[config.mk]
export PLATFORM = sky130hd
export DESIGN_NAME = snake_game_ctrl
export DESIGN_NICKNAME = d
export VERILOG_FILES = /design/src/rtl/snake_pkg.sv /design/src/rtl/snake_game_ctrl_key_edge_sync.sv /design/src/rtl/snake_game_ctrl.sv
export SDC_FILE = /design/constraint.sdc
export NUM_CORES = 1
export LEC_CHECK = 0
export BUFFER_PORTS_ARGS = -buffer_cell sky130_fd_sc_hd__buf_2
export CAP_MARGIN = 15
export CORE_MARGIN = 1.5
export CORE_UTILIZATION = 25
export CTS_CLUSTER_DIAMETER = 120
export DETAILED_ROUTE_END_ITERATION = 8
export MAX_ROUTING_LAYER = met4
export PLACE_DENSITY = 0.43
export SLEW_MARGIN = 20
export SYNTH_ARGS = -nofsm -noshare
export SYNTH_HDL_FRONTEND = slang
export SYNTH_HIERARCHICAL = 1
export SYNTH_SLANG_ARGS = --single-unit
export TNS_END_PERCENT = 100
[constraint.sdc]
create_clock -name clk100Mhz -period 1.8 [get_ports clk100Mhz]
set_clock_uncertainty 0.1 [all_clocks]
set_input_delay 0.27 -clock clk100Mhz [delete_from_list [all_inputs] [get_ports clk100Mhz]]
set_output_delay 0.27 -clock clk100Mhz [all_outputs]
set_load 0.03 [all_outputs]
[src/rtl/snake_pkg.sv]
// Shared encodings for the snake game controller: game states, movement
// directions, key bit positions and the default move-tick divisor.
package snake_pkg;

    // Game states
    localparam logic [1:0] ST_IDLE  = 2'b00;
    localparam logic [1:0] ST_RUN   = 2'b01;
    localparam logic [1:0] ST_PAUSE = 2'b10;
    localparam logic [1:0] ST_OVER  = 2'b11;

    // Movement directions; reverse pairs differ only in bit 0
    localparam logic [1:0] DIR_UP = 2'b00;
    localparam logic [1:0] DIR_DN = 2'b01;
    localparam logic [1:0] DIR_LF = 2'b10;
    localparam logic [1:0] DIR_RT = 2'b11;

    // Bit positions of the key inputs inside the synchroniser vector
    localparam int unsigned KEY_S    = 0;
    localparam int unsigned KEY_P    = 1;
    localparam int unsigned KEY_R    = 2;
    localparam int unsigned KEY_ESC  = 3;
    localparam int unsigned KEY_UP   = 4;
    localparam int unsigned KEY_DN   = 5;
    localparam int unsigned KEY_LF   = 6;
    localparam int unsigned KEY_RT   = 7;
    localparam int unsigned NUM_KEYS = 8;

    // 100 MHz / 10 Hz move rate
    localparam int unsigned MOVE_DIV_DEFAULT = 10000000;

    // True when 'req' points straight back along 'cur' (UP<->DN, LF<->RT).
    function automatic logic is_reverse(input logic [1:0] req, input logic [1:0] cur);
        return (req[1] == cur[1]) && (req[0] != cur[0]);
    endfunction

endpackage

[src/rtl/snake_game_ctrl_key_edge_sync.sv]
// Per-key two-flop synchroniser followed by a registered rising-edge
// detector. A key rising before edge N yields a one-cycle event after
// edge N+2, however long the key stays high.
module key_edge_sync #(
    parameter int W = 8
) (
    input  logic         clk,
    input  logic         srst,
    input  logic [W-1:0] key_async,
    output logic [W-1:0] key_event
);

    genvar gi;
    generate
        for (gi = 0; gi < W; gi++) begin : g_key
            logic meta_reg;
            logic sync_reg;
            logic prev_reg;
            logic event_reg;

            // Synchronise the asynchronous key and emit one pulse per rising edge
            always_ff @(posedge clk) begin
                if (srst) begin
                    meta_reg  <= 1'b0;
                    sync_reg  <= 1'b0;
                    prev_reg  <= 1'b0;
                    event_reg <= 1'b0;
                end else begin
                    meta_reg  <= key_async[gi];
                    sync_reg  <= meta_reg;
                    prev_reg  <= sync_reg;
                    event_reg <= sync_reg & ~prev_reg;
                end
            end

            assign key_event[gi] = event_reg;
        end
    endgenerate

endmodule

[src/rtl/snake_game_ctrl.sv]
// Snake game sequencer: turns keyboard pulses into game state, committed
// movement direction, the periodic move tick and the board-clear pulse.
// MOVE_DIV must be at least 2 and fit in CTR_W bits.
module snake_game_ctrl
    import snake_pkg::*;
#(
    parameter int unsigned MOVE_DIV = MOVE_DIV_DEFAULT,
    parameter int unsigned CTR_W    = 24
) (
    input  logic       clk100Mhz,
    input  logic       reset,
    input  logic       s,
    input  logic       p,
    input  logic       r,
    input  logic       esc,
    input  logic       up,
    input  logic       dn,
    input  logic       lf,
    input  logic       rt,
    input  logic       collide,
    output logic [1:0] state,
    output logic [1:0] dir,
    output logic       move_tick,
    output logic       clear,
    output logic       running
);

    localparam logic [CTR_W-1:0] CNT_LAST = CTR_W'(MOVE_DIV - 1);
    localparam logic [CTR_W-1:0] CNT_ONE  = CTR_W'(1);

    logic [NUM_KEYS-1:0] key_raw;
    logic [NUM_KEYS-1:0] key_evt;

    logic [1:0]       state_reg,   state_next;
    logic [1:0]       dir_reg,     dir_next;
    logic [1:0]       pending_reg, pending_next;
    logic [CTR_W-1:0] cnt_reg,     cnt_next;
    logic             tick_reg,    tick_next;
    logic             clear_reg,   clear_next;

    logic       dir_valid;
    logic [1:0] dir_sel;

    assign key_raw[KEY_S]   = s;
    assign key_raw[KEY_P]   = p;
    assign key_raw[KEY_R]   = r;
    assign key_raw[KEY_ESC] = esc;
    assign key_raw[KEY_UP]  = up;
    assign key_raw[KEY_DN]  = dn;
    assign key_raw[KEY_LF]  = lf;
    assign key_raw[KEY_RT]  = rt;

    key_edge_sync #(
        .W (NUM_KEYS)
    ) u_keys (
        .clk       (clk100Mhz),
        .srst      (reset),
        .key_async (key_raw),
        .key_event (key_evt)
    );

    // Pick one direction request per cycle: up > dn > lf > rt
    always_comb begin
        dir_valid = 1'b1;
        dir_sel   = DIR_RT;
        if (key_evt[KEY_UP]) begin
            dir_sel = DIR_UP;
        end else if (key_evt[KEY_DN]) begin
            dir_sel = DIR_DN;
        end else if (key_evt[KEY_LF]) begin
            dir_sel = DIR_LF;
        end else if (key_evt[KEY_RT]) begin
            dir_sel = DIR_RT;
        end else begin
            dir_valid = 1'b0;
        end
    end

    // Game FSM, move counter and direction commit.
    // Only events meaningful in the current state compete, so priority
    // esc > collide > s > p > r reduces to esc over everything and
    // collide over p while running.
    always_comb begin
        state_next   = state_reg;
        dir_next     = dir_reg;
        pending_next = pending_reg;
        cnt_next     = cnt_reg;
        tick_next    = 1'b0;
        clear_next   = 1'b0;

        if (key_evt[KEY_ESC]) begin
            // Quit: back to idle, counter discarded, no board clear
            state_next = ST_IDLE;
            cnt_next   = '0;
        end else begin
            case (state_reg)
                ST_RUN: begin
                    // Reversal is judged against the committed direction,
                    // so the last non-reverse press before a tick wins.
                    if (dir_valid && !is_reverse(dir_sel, dir_reg)) begin
                        pending_next = dir_sel;
                    end

                    if (collide) begin
                        state_next = ST_OVER;
                    end else if (key_evt[KEY_P]) begin
                        state_next = ST_PAUSE;
                    end

                    // A pause holds the count; a collision still lets this
                    // cycle's tick fire and the counter then stays frozen in OVER.
                    if (collide || !key_evt[KEY_P]) begin
                        if (cnt_reg == CNT_LAST) begin
                            cnt_next  = '0;
                            tick_next = 1'b1;
                            dir_next  = pending_next;
                        end else begin
                            cnt_next = cnt_reg + CNT_ONE;
                        end
                    end
                end

                ST_PAUSE: begin
                    if (key_evt[KEY_R]) begin
                        state_next = ST_RUN;
                    end
                end

                default: begin
                    // IDLE or OVER: a start press begins a fresh game
                    if (key_evt[KEY_S]) begin
                        state_next   = ST_RUN;
                        clear_next   = 1'b1;
                        dir_next     = DIR_RT;
                        pending_next = DIR_RT;
                        cnt_next     = '0;
                    end
                end
            endcase
        end
    end

    // Controller state registers
    always_ff @(posedge clk100Mhz) begin
        if (reset) begin
            state_reg   <= ST_IDLE;
            dir_reg     <= DIR_RT;
            pending_reg <= DIR_RT;
            cnt_reg     <= '0;
            tick_reg    <= 1'b0;
            clear_reg   <= 1'b0;
        end else begin
            state_reg   <= state_next;
            dir_reg     <= dir_next;
            pending_reg <= pending_next;
            cnt_reg     <= cnt_next;
            tick_reg    <= tick_next;
            clear_reg   <= clear_next;
        end
    end

    assign state     = state_reg;
    assign dir       = dir_reg;
    assign move_tick = tick_reg;
    assign clear     = clear_reg;
    assign running   = (state_reg == ST_RUN);

endmodule

==> reports/qor_table.md, run 1 <==
| Quantity | Reported | Unit |
|:---|:---|:---|
| Clock tree buffer depth | 2 | - |
| GRT overflow | 0 | - |
| Fraction of the mapped netlist area in adder cells | 0.478 | % |
| Number of detailed-routing iterations run before antenna repair | 4 | - |
| Count of unresolved DRC violations after routing | 0 | - |
| Proportion of synthesized chip area in sequential cells | 49.0 | % |
| H-tree depth | 3 | - |
| Fin util | 32.2 | % |
| Reg-to-reg critical path startpoint | cnt_reg[18] | - |
| Final setup violation count | 26 | - |
| Final TNS setup | -503 | ps |
| Wire length of the first global-routing pass | 9300 | um |
| Number of buffers inserted by post-CTS setup repair | 0 | - |
| Clock net sink count | 64 | - |
| Cts-stage hold buffer count | 0 | - |
| Highest net fanout along the worst path | 3 | - |
| Total count of hold-check failures in the final report | 0 | - |
| Cell-internal power | 0.00218 | W |
| Simple-gate area share of the yosys netlist | 29.3 | % |
| Failing checks | setup timing | - |
| Data arrival time at the worst-slack endpoint | 1970 | ps |
| CTS tree | yes | - |
| Synth unique cells | 42 | - |
| Relative slew margins | 68.0 | % |
| Worst Reg-to-Reg Cells | 4 | - |
| Static leakage | 1.19 | nW |
| ANT nets after route | 0 | - |
| Number of instances on the worst hold path | 2 | - |
| Share of synthesized registers carrying an async set or reset | 0 | % |
| Starting DRT DRC Count | 70 | - |
| Placement Setup Slack | -159 | ps |
| Number of buffers created by CTS | 9 | - |
| Share of the clock period used by the worst path after layout | 103 | % |
| Area fraction in compound gates after synthesis | 7.22 | % |
| Area grow syn2layout | 26.1 | % |
| Final nets | 330 | - |
| Count of pins on the block boundary | 18 | - |
| Flip-flop count of the largest register, all copies and words added | 24 | - |
| Net count of the mapped netlist | 286 | - |
| Max IR drop VDD | 0.000336 | V |
| Antenna violations before repair | 0 | - |
| Hold_sp | r | - |
| Initial standard-cell utilization of the core | 25.6 | % |
| Vias per std cell | 4.24 | - |
| Master of the slowest instance on the critical path | or4bb_4 | - |
| Worst-path cell chain | or4bb_4 -> or4_1 -> nor2_2 -> a21oi_1 | - |
| Summed instance area of the synthesized netlist | 2620 | sq um |
| Overall routed net length | 5360 | um |
| Maximum clock rate | 538 | MHz |
| Finished Layout Cells | 459 | - |
| Final worst hold slack | 38.0 | ps |
| FF-to-FF End | dir[0] | - |
| Top cells by area, synth | dfxtp_1 (49%), nor2b_1 (6.7%), xnor2_1 (6.0%), nor2_1 (4.6%), buf_4 (2.6%) | - |
| Diodes inserted | 0 | - |
| Vias in the first global route | 1,905 | - |
| Kind of critical path | register to register | - |
| Yosys Warn Count | 6 | - |
| Syn avg cell area | 9.55 | sq um |
| Clock-pin slew reported for the worst setup and hold paths after clock tree synthesis | 80 | ps |
| Average wire per cell in the routed design | 11.7 | um |
| Type of the worst min-delay path | primary input to register | - |
| Most used DFF post-synth | dfxtp_1 | - |
| Data required time of the critical path | 1920 | ps |
| Placeable Area | 10,200 | sq um |
| DP HPWL | 3660 | um |
| Fin crit period | 1860 | ps |
| Worst-Skew Late Latency | 340 | ps |
| Areal power density over the cells | 878 | nW/um^2 |
| Kind of start point of the critical path | register | - |
| Cells after synthesis | 274 | - |
| Cell family contributing the most delay on the critical path | simple AND/OR/NAND/NOR gates | - |
| Total global routing track utilization | 10.9 | % |
| Count of flip-flops with a built-in enable after synthesis | 0 | - |
| Most frequently used cell type in the post-synthesis netlist | dfxtp_1 | - |
| Switching power | 0.000717 | W |
| Outcome | complete, but fails checks | - |
| Vertical die dimension | 105 | um |
| Library cell used as clock root buffer | clkbuf_8 | - |
| Die area | 11,100 | sq um |
| Multiplexer area fraction after synthesis | 0 | % |
| Placer Congestion | 0.769 | - |
| Placed cell count | 443 | - |
| Worst setup EP type | register | - |
| Die width | 105 | um |
| Number of max-slew violations in the final report | 0 | - |
| Buffer and inverter count on the worst path | 0 | - |
| Most frequent cells after synthesis | dfxtp_1 (64), nor2_1 (32), nor2b_1 (28), xnor2_1 (18), nand2_1 (16) | - |
| Switching share of power | 24.8 | % |
| Relative contribution of sequential cells to total power | 50.6 | % |
| Total of buffers placed on input and output ports | 17 | - |
| Clk network pwr share | 43.4 | % |
| RSZ-0062 raised after global routing | true | - |
| Fraction of final layout cells with drive strength greater than 1 | 27.2 | % |
| Startpoint of the worst setup timing path | cnt_reg[18] | - |
| Share of the synthesized area in the top cell type | 49.0 | % |
| Cell type with the highest aggregate area in the netlist | dfxtp_1 | - |
| Register-to-register path setup slack | -60 | ps |
| Slowest Stage Delay on Critical Path | 570 | ps |
| Number of vias in the routed layout | 1,948 | - |
| Row cnt | 37 | - |
| Final worst-path setup slack | -58.6 | ps |
| Fraction of synthesized cell area in xor and xnor cells | 8.37 | % |
| Number of register bits inferred by synthesis | 64 | - |
| Part of the power in combinational logic | 6.1 | % |
| Actual transition at the worst max-transition pin | 474 | ps |
| Largest family of logic cells by synthesized area | simple AND/OR/NAND/NOR gates | - |
| Maximum number of pins on one net before global-route repair | 40 | - |
| Total of max-cap violations | 0 | - |
| Hold path endpoint | u_keys/g_key[2].meta_reg | - |
-- repair_timing --
action / CTS / global route
endpoints found under the setup margin: 27 / 27
pin swaps: 4 / 1
resized for setup: 9 / 0
-- per-stage QoR --
step / power [W] / area [sq um]
2_1_floorplan: 0.00162 / 2680
3_3_place_gp: 0.00167 / 3060
3_5_place_dp: 0.00168 / 3060
4_1_cts: 0.00295 / 3300
5_1_grt: 0.00304 / 3300
6_report: 0.00289 / 3300
-- power by group through the flow --
stage               Sequential [W]  Combinational (W)  Clock (W)
floorplan                  0.00150           0.000119          0
global placement           0.00150           0.000176          0
detailed placement         0.00150           0.000178          0
CTS                        0.00146           0.000179    0.00131
global route               0.00147           0.000195    0.00138
finish                     0.00146           0.000176    0.00126
-- worst max-delay path by stage --
stage	endpoint	slack [ps]	depth (start not counted)
2_1_floorplan	cnt_reg[2]	0.1	6
3_3_place_gp	cnt_reg[20]	-160	6
3_5_place_dp	cnt_reg[22]	-160	6
4_1_cts	dir[0]	-50	4
5_1_grt	cnt_reg[17]	-140	6
6_report	dir[0]	-60	4
-- routing by layer --
metal | up-vias | share of wire [%] | global-route usage [%]
li1 | 1039 | - | -
met3 | 7 | 3.2 | 3.34
met1 | 874 | 52 | 14.4
met5 | - | 0 | -
met2 | 28 | 43 | 15.7
met4 | 0 | 1.4 | 4.11
-- cell families (layout without fill, tap and decap cells) --
group           after synthesis  count (layout)
compound gates               27              27
simple gates                137             137
xor+xnor                     25              25
fa+ha+maj                     1               1
flops                        64              64
buf+inv                      20              69
-- layout by cell type (no fill, tap or decap), drive strengths merged, types with 2 or more instances in the layout --
| cell | n |
|---|---|
| or4 | 2 |
| nand4 | 5 |
| o21bai | 2 |
| nor2 | 32 |
| a31oi | 2 |
| nor3 | 11 |
| xnor2 | 18 |
| a21oi | 6 |
| xor2 | 7 |
| nand2 | 16 |
| buf | 50 |
| o21ai | 5 |
| nand3 | 10 |
| inv | 6 |
| dfxtp | 64 |
| and4 | 6 |
| and3 | 3 |
| nor4 | 9 |
| a211oi | 3 |
| clkbuf | 9 |
| clkinvlp | 2 |
| nor2b | 28 |
| nor3b | 9 |
| a2111oi | 2 |
-- final cells by class --
| class | count | area (sq um) |
|---|---|---|
| Sequential cell | 64 | 1290 |
| Tap cell | 136 | 170 |
| Fill cell | 1088 | 6930 |
| Timing Repair Buffer | 50 | 345 |
| Clock buffer | 9 | 124 |
| Inverter | 3 | 11.3 |
| Multi-Input combinational cell | 190 | 1280 |
| Clock inverter | 7 | 77.6 |
No activity file was read; power rests on OpenSTA's default activity.
==> inputs of run 2 (changes only) <==
PLACE_DENSITY = 0.42   (was 0.43)
clock period = 2.24 ns   (was 1.8 ns; I/O delays follow)
==> reports/qor_table.md, run 2 (synthesis gave the netlist of run 1 again) <==
| Quantity | Reported | Unit |
|:---|:---|:---|
| Final design area excluding fillers | 3040 | sq um |
| Placed cell count | 420 | - |
| Vias per std cell | 4.38 | - |
| Maximum clock rate | 490 | MHz |
| Data arrival time at the worst-slack endpoint | 2180 | ps |
| Kind of critical path | register to register | - |
| Row cnt | 37 | - |
| Count of unresolved DRC violations after routing | 0 | - |
| Vertical die dimension | 105 | um |
| Commonest cells after routing, fill and taps aside | dfxtp_1 (64), nor2_1 (32), nor2b_1 (27) | - |
| Total of max-cap violations | 0 | - |
| Type of the worst min-delay path | primary input to register | - |
| Outcome | complete, no violations | - |
| Areal power density over the cells | 768 | nW/um^2 |
| DP HPWL | 3440 | um |
| Number of vias in the routed layout | 1,909 | - |
| H-tree depth | 3 | - |
| Maximum number of pins on one net before global-route repair | 38 | - |
| Data required time of the critical path | 2380 | ps |
| Number of max-slew violations in the final report | 0 | - |
| Number of buffers created by CTS | 9 | - |
| Most common cell after layout, fill and taps aside | dfxtp_1 | - |
| Relative slew margins | 68.9 | % |
| Placeable Area | 10,200 | sq um |
| Fillcell total | 1,080 | - |
| Fin util | 29.7 | % |
| Overall routed net length | 5130 | um |
| Initial standard-cell utilization of the core | 25.6 | % |
| RSZ-0062 raised after global routing | false | - |
| Clock net sink count | 64 | - |
| CTS tree | yes | - |
| Die width | 105 | um |
| Fin crit period | 2040 | ps |
| Total count of hold-check failures in the final report | 0 | - |
| Share of the clock period used by the worst path after layout | 91.1 | % |
| Final TNS setup | 0 | ps |
| Total global routing track utilization | 10.5 | % |
| Kind of start point of the critical path | register | - |
| Antenna violations before repair | 0 | - |
| Static leakage | 1.05 | nW |
| Flip-flop count of the largest register, all copies and words added | 24 | - |
| Resize count post-CTS | 0 | - |
| Final nets | 307 | - |
| Placer Congestion | 0.747 | - |
| Highest net fanout along the worst path | 15 | - |
| Area grow syn2layout | 16.3 | % |
| Total of buffers placed on input and output ports | 17 | - |
| Post-place instance area | 2840 | sq um |
| ANT nets after route | 0 | - |
| Vias in the first global route | 1,749 | - |
| Number of buffers inserted by post-CTS setup repair | 0 | - |
| Clock-pin slew reported for the worst setup and hold paths after clock tree synthesis | 80 | ps |
| Diodes inserted | 0 | - |
| Fraction of final layout cells with drive strength greater than 1 | 16.3 | % |
| Cts-stage hold buffer count | 0 | - |
| Die area | 11,100 | sq um |
| Average wire per cell in the routed design | 11.8 | um |
| Final setup violation count | 0 | - |
| Final worst-path setup slack | 200 | ps |
| Finished Layout Cells | 436 | - |
| Placement Setup Slack | 223 | ps |
| Wire length of the first global-routing pass | 8600 | um |
| Clock tree buffer depth | 2 | - |
| Library cell used as clock root buffer | clkbuf_8 | - |
| Max IR drop VDD | 0.000278 | V |
| GRT overflow | 0 | - |
| Actual transition at the worst max-transition pin | 461 | ps |
| Worst-Skew Late Latency | 350 | ps |
| Count of pins on the block boundary | 18 | - |
| Worst setup EP type | register | - |
| Number of detailed-routing iterations run before antenna repair | 4 | - |
| Starting DRT DRC Count | 70 | - |
[run 2: changes by cell type in the layout (fill, tap and decap cells not counted), moves of 2 or more]
cell / delta
buf_4: -24
dfxtp_1: +6
dfxtp_2: -5
nor4_1: +5
nor4_2: -3
nor4_4: -2
[run 2: critical path: stages (launching register included)]
cell and delay, ps:
dfxtp_1 350, nor4b_1 430, nand4_2 190, o41ai_2 410, a211o_2 250, buf_12 150, nor2_1 50
[run 2: worst paths after layout]
check	start	to	slack [ps]	cells after the start
hold / removal	lf	u_keys/g_key[6].meta_reg	90	2
setup reg to reg	cnt_reg[7]	cnt_reg[11]	200	6
setup / recovery	cnt_reg[7]	cnt_reg[11]	200	6
hold reg to reg	u_keys/g_key[5].prev_reg	u_keys/g_key[5].event_reg	290	1
[run 2: final cells by class]
| class | count | area (sq um) | area share [%] |
|---|---|---|---|
| timing repair buffer | 27 | 185 | 6.09 |
| multi-input combinational | 190 | 1190 | 39.1 |
| clock buffer | 10 | 138 | 4.52 |
| inverter | 3 | 11.3 | 0.370 |
| sequential | 64 | 1280 | 42.1 |
| tap | 136 | 170 | 5.59 |
| clock inverter | 6 | 67.6 | 2.22 |
[run 2: per-stage QoR]
stage	power, W	hold WS [ps]
5_1_grt	0.00245	66.1
3_5_place_dp	0.00134	281
3_3_place_gp	0.00134	278
6_report	0.00234	86.7
4_1_cts	0.00239	68.3
2_1_floorplan	0.00130	273
[run 2: routing by layer]
metal / GRT usage (%) / share of wire, % / up-vias
li1: - / - / 983
met1: 13.0 / 51 / 890
met2: 14.3 / 42 / 30
met3: 6.00 / 5.0 / 6
met4: 3.52 / 1.1 / 0
met5: - / 0 / -
[run 2: where the power goes]
group          leakage (nW)  internal (W)  switching, W
Sequential            0.521       0.00116     0.0000138
Combinational         0.430     0.0000619     0.0000765
Clock                0.0989      0.000547      0.000474
==> inputs of run 3 (changes only) <==
==> constraint.sdc (replaced) <==
create_clock -name clk100Mhz -period 2.24 [get_ports clk100Mhz]
set_clock_uncertainty 0.1 [all_clocks]
set_input_delay 0.224 -clock clk100Mhz [delete_from_list [all_inputs] [get_ports clk100Mhz]]
set_output_delay 0.224 -clock clk100Mhz [all_outputs]
set_load 0.03 [all_outputs]
==> reports/qor_table.md, run 3 (synthesis gave the netlist of run 1 again) <==
| Quantity | Reported | Unit |
|:---|:---|:---|
| Row cnt | 37 | - |
| Master of the slowest instance on the critical path | nor4b_1 | - |
| Fraction of final layout cells with drive strength greater than 1 | 15.9 | % |
| Clock tree buffer depth | 2 | - |
| Worst-path cell chain | nor4b_1 -> nand4_2 -> o41ai_2 -> a211o_2 -> buf_12 -> nor2_1 | - |
| CTS tree | yes | - |
| Clk network pwr share | 40.4 | % |
| Vertical die dimension | 105 | um |
| Library cell used as clock root buffer | clkbuf_8 | - |
| Number of buffers inserted by post-CTS setup repair | 0 | - |
| Final setup violation count | 0 | - |
| ANT nets after route | 0 | - |
| Die width | 105 | um |
| Switching share of power | 25.0 | % |
| Most common cell after layout, fill and taps aside | dfxtp_1 | - |
| Overall routed net length | 5210 | um |
| Cts-stage hold buffer count | 8 | - |
| Number of buffers created by CTS | 9 | - |
| Relative contribution of sequential cells to total power | 52.9 | % |
| Highest net fanout along the worst path | 15 | - |
| Post-place instance area | 2840 | sq um |
| Total of buffers placed on input and output ports | 17 | - |
| Final nets | 315 | - |
| Share of the clock period used by the worst path after layout | 89.9 | % |
| Kind of critical path | register to register | - |
| Switching power | 0.000556 | W |
| Outcome | complete, no violations | - |
| Max IR drop VDD | 0.000302 | V |
| Part of the power in combinational logic | 6.7 | % |
| Buffer and inverter count on the worst path | 1 | - |
| Kind of start point of the critical path | register | - |
| Number of detailed-routing iterations run before antenna repair | 4 | - |
| Worst-Skew Late Latency | 340 | ps |
| GRT overflow | 0 | - |
| Resize count post-CTS | 0 | - |
| Data arrival time at the worst-slack endpoint | 2150 | ps |
| H-tree depth | 3 | - |
| Data required time of the critical path | 2380 | ps |
| Count of pins on the block boundary | 18 | - |
| Clock-pin slew reported for the worst setup and hold paths after clock tree synthesis | 70 | ps |
| Cell family contributing the most delay on the critical path | compound AO/OA/AOI/OAI gates | - |
| RSZ-0062 raised after global routing | false | - |
| Placer Congestion | 0.729 | - |
| Count of unresolved DRC violations after routing | 0 | - |
| Static leakage | 1.08 | nW |
| Maximum number of pins on one net before global-route repair | 38 | - |
| Fin crit period | 2010 | ps |
| Actual transition at the worst max-transition pin | 496 | ps |
| Total count of hold-check failures in the final report | 0 | - |
| Number of vias in the routed layout | 1,922 | - |
| Initial standard-cell utilization of the core | 25.6 | % |
| Vias in the first global route | 1,823 | - |
| Starting DRT DRC Count | 64 | - |
| Clock net sink count | 64 | - |
| Placeable Area | 10,200 | sq um |
| Final TNS setup | 0 | ps |
| Diodes inserted | 0 | - |
| Die area | 11,100 | sq um |
| Commonest cells after routing, fill and taps aside | dfxtp_1 (64), nor2_1 (32), nor2b_1 (27) | - |
| Relative slew margins | 66.5 | % |
| Type of the worst min-delay path | primary input to register | - |
| Flip-flop count of the largest register, all copies and words added | 24 | - |
| Maximum clock rate | 497 | MHz |
| Wire length of the first global-routing pass | 8800 | um |
| Cell-internal power | 0.00167 | W |
| Final design area excluding fillers | 3100 | sq um |
| Antenna violations before repair | 0 | - |
| Vias per std cell | 4.33 | - |
| DP HPWL | 3470 | um |
| Average wire per cell in the routed design | 11.7 | um |
| Total of max-cap violations | 0 | - |
| Total global routing track utilization | 10.7 | % |
| Area grow syn2layout | 18.4 | % |
| Number of max-slew violations in the final report | 0 | - |
| Slowest Stage Delay on Critical Path | 410 | ps |
| Areal power density over the cells | 718 | nW/um^2 |
| Worst setup EP type | register | - |
[run 3: through the flow]
step                      cells  utilization [%]  total power [W]  worst slack, ps  hold WS [ps]
after global routing        444             30.3          0.00234             78.6           140
final                       444             30.3          0.00223              227           139
after CTS                   444             30.3          0.00227              208           117
after floorplan             274                -          0.00130              219           196
after global placement      420             27.7          0.00134              240           278
after detailed placement    420             27.7          0.00134              235           283
[run 3: power groups by stage]
stage	Sequential (W)	Clock [W]	Combinational (W)
after floorplan	0.00120	0	0.0000945
after global placement	0.00120	0	0.000140
after detailed placement	0.00120	0	0.000140
after CTS	0.00118	0.000942	0.000151
after global routing	0.00118	0.000993	0.000165
final	0.00118	0.000899	0.000148
[run 3: worst paths after layout]
check / startpoint / endpoint / slack, ps / cells past startpoint
worst max-delay path: cnt_reg[7] / cnt_reg[4] / 230 / 6
worst min-delay path: reset / dir[0] / 140 / 3
worst max register to register: cnt_reg[7] / cnt_reg[4] / 230 / 6
worst min register to register: u_keys/g_key[5].prev_reg / u_keys/g_key[5].event_reg / 290 / 1
[run 3: per-layer routing]
metal  GRT usage [%]  up-vias  routed length, um
li1                -     1003                  -
met1            12.9      881               2660
met2            15.2       34               2260
met3            4.70        4                233
met4            4.89        0                 56
met5               -        -                  0
[run 3: worst reg2reg max path, stage by stage, from the launching register on]
cell and delay [ps]:
dfxtp_1 360, nor4b_1 410, nand4_2 190, o41ai_2 410
a211o_2 250, buf_12 150, nor2_1 60
[run 3: final cells by class]
class	instances	area, sq um
Fill cell	1081	7130
Sequential cell	64	1280
Multi-Input combinational cell	190	1190
Timing Repair Buffer	35	265
Tap cell	136	170
Clock buffer	10	138
Clock inverter	6	43.8
Inverter	3	11.3
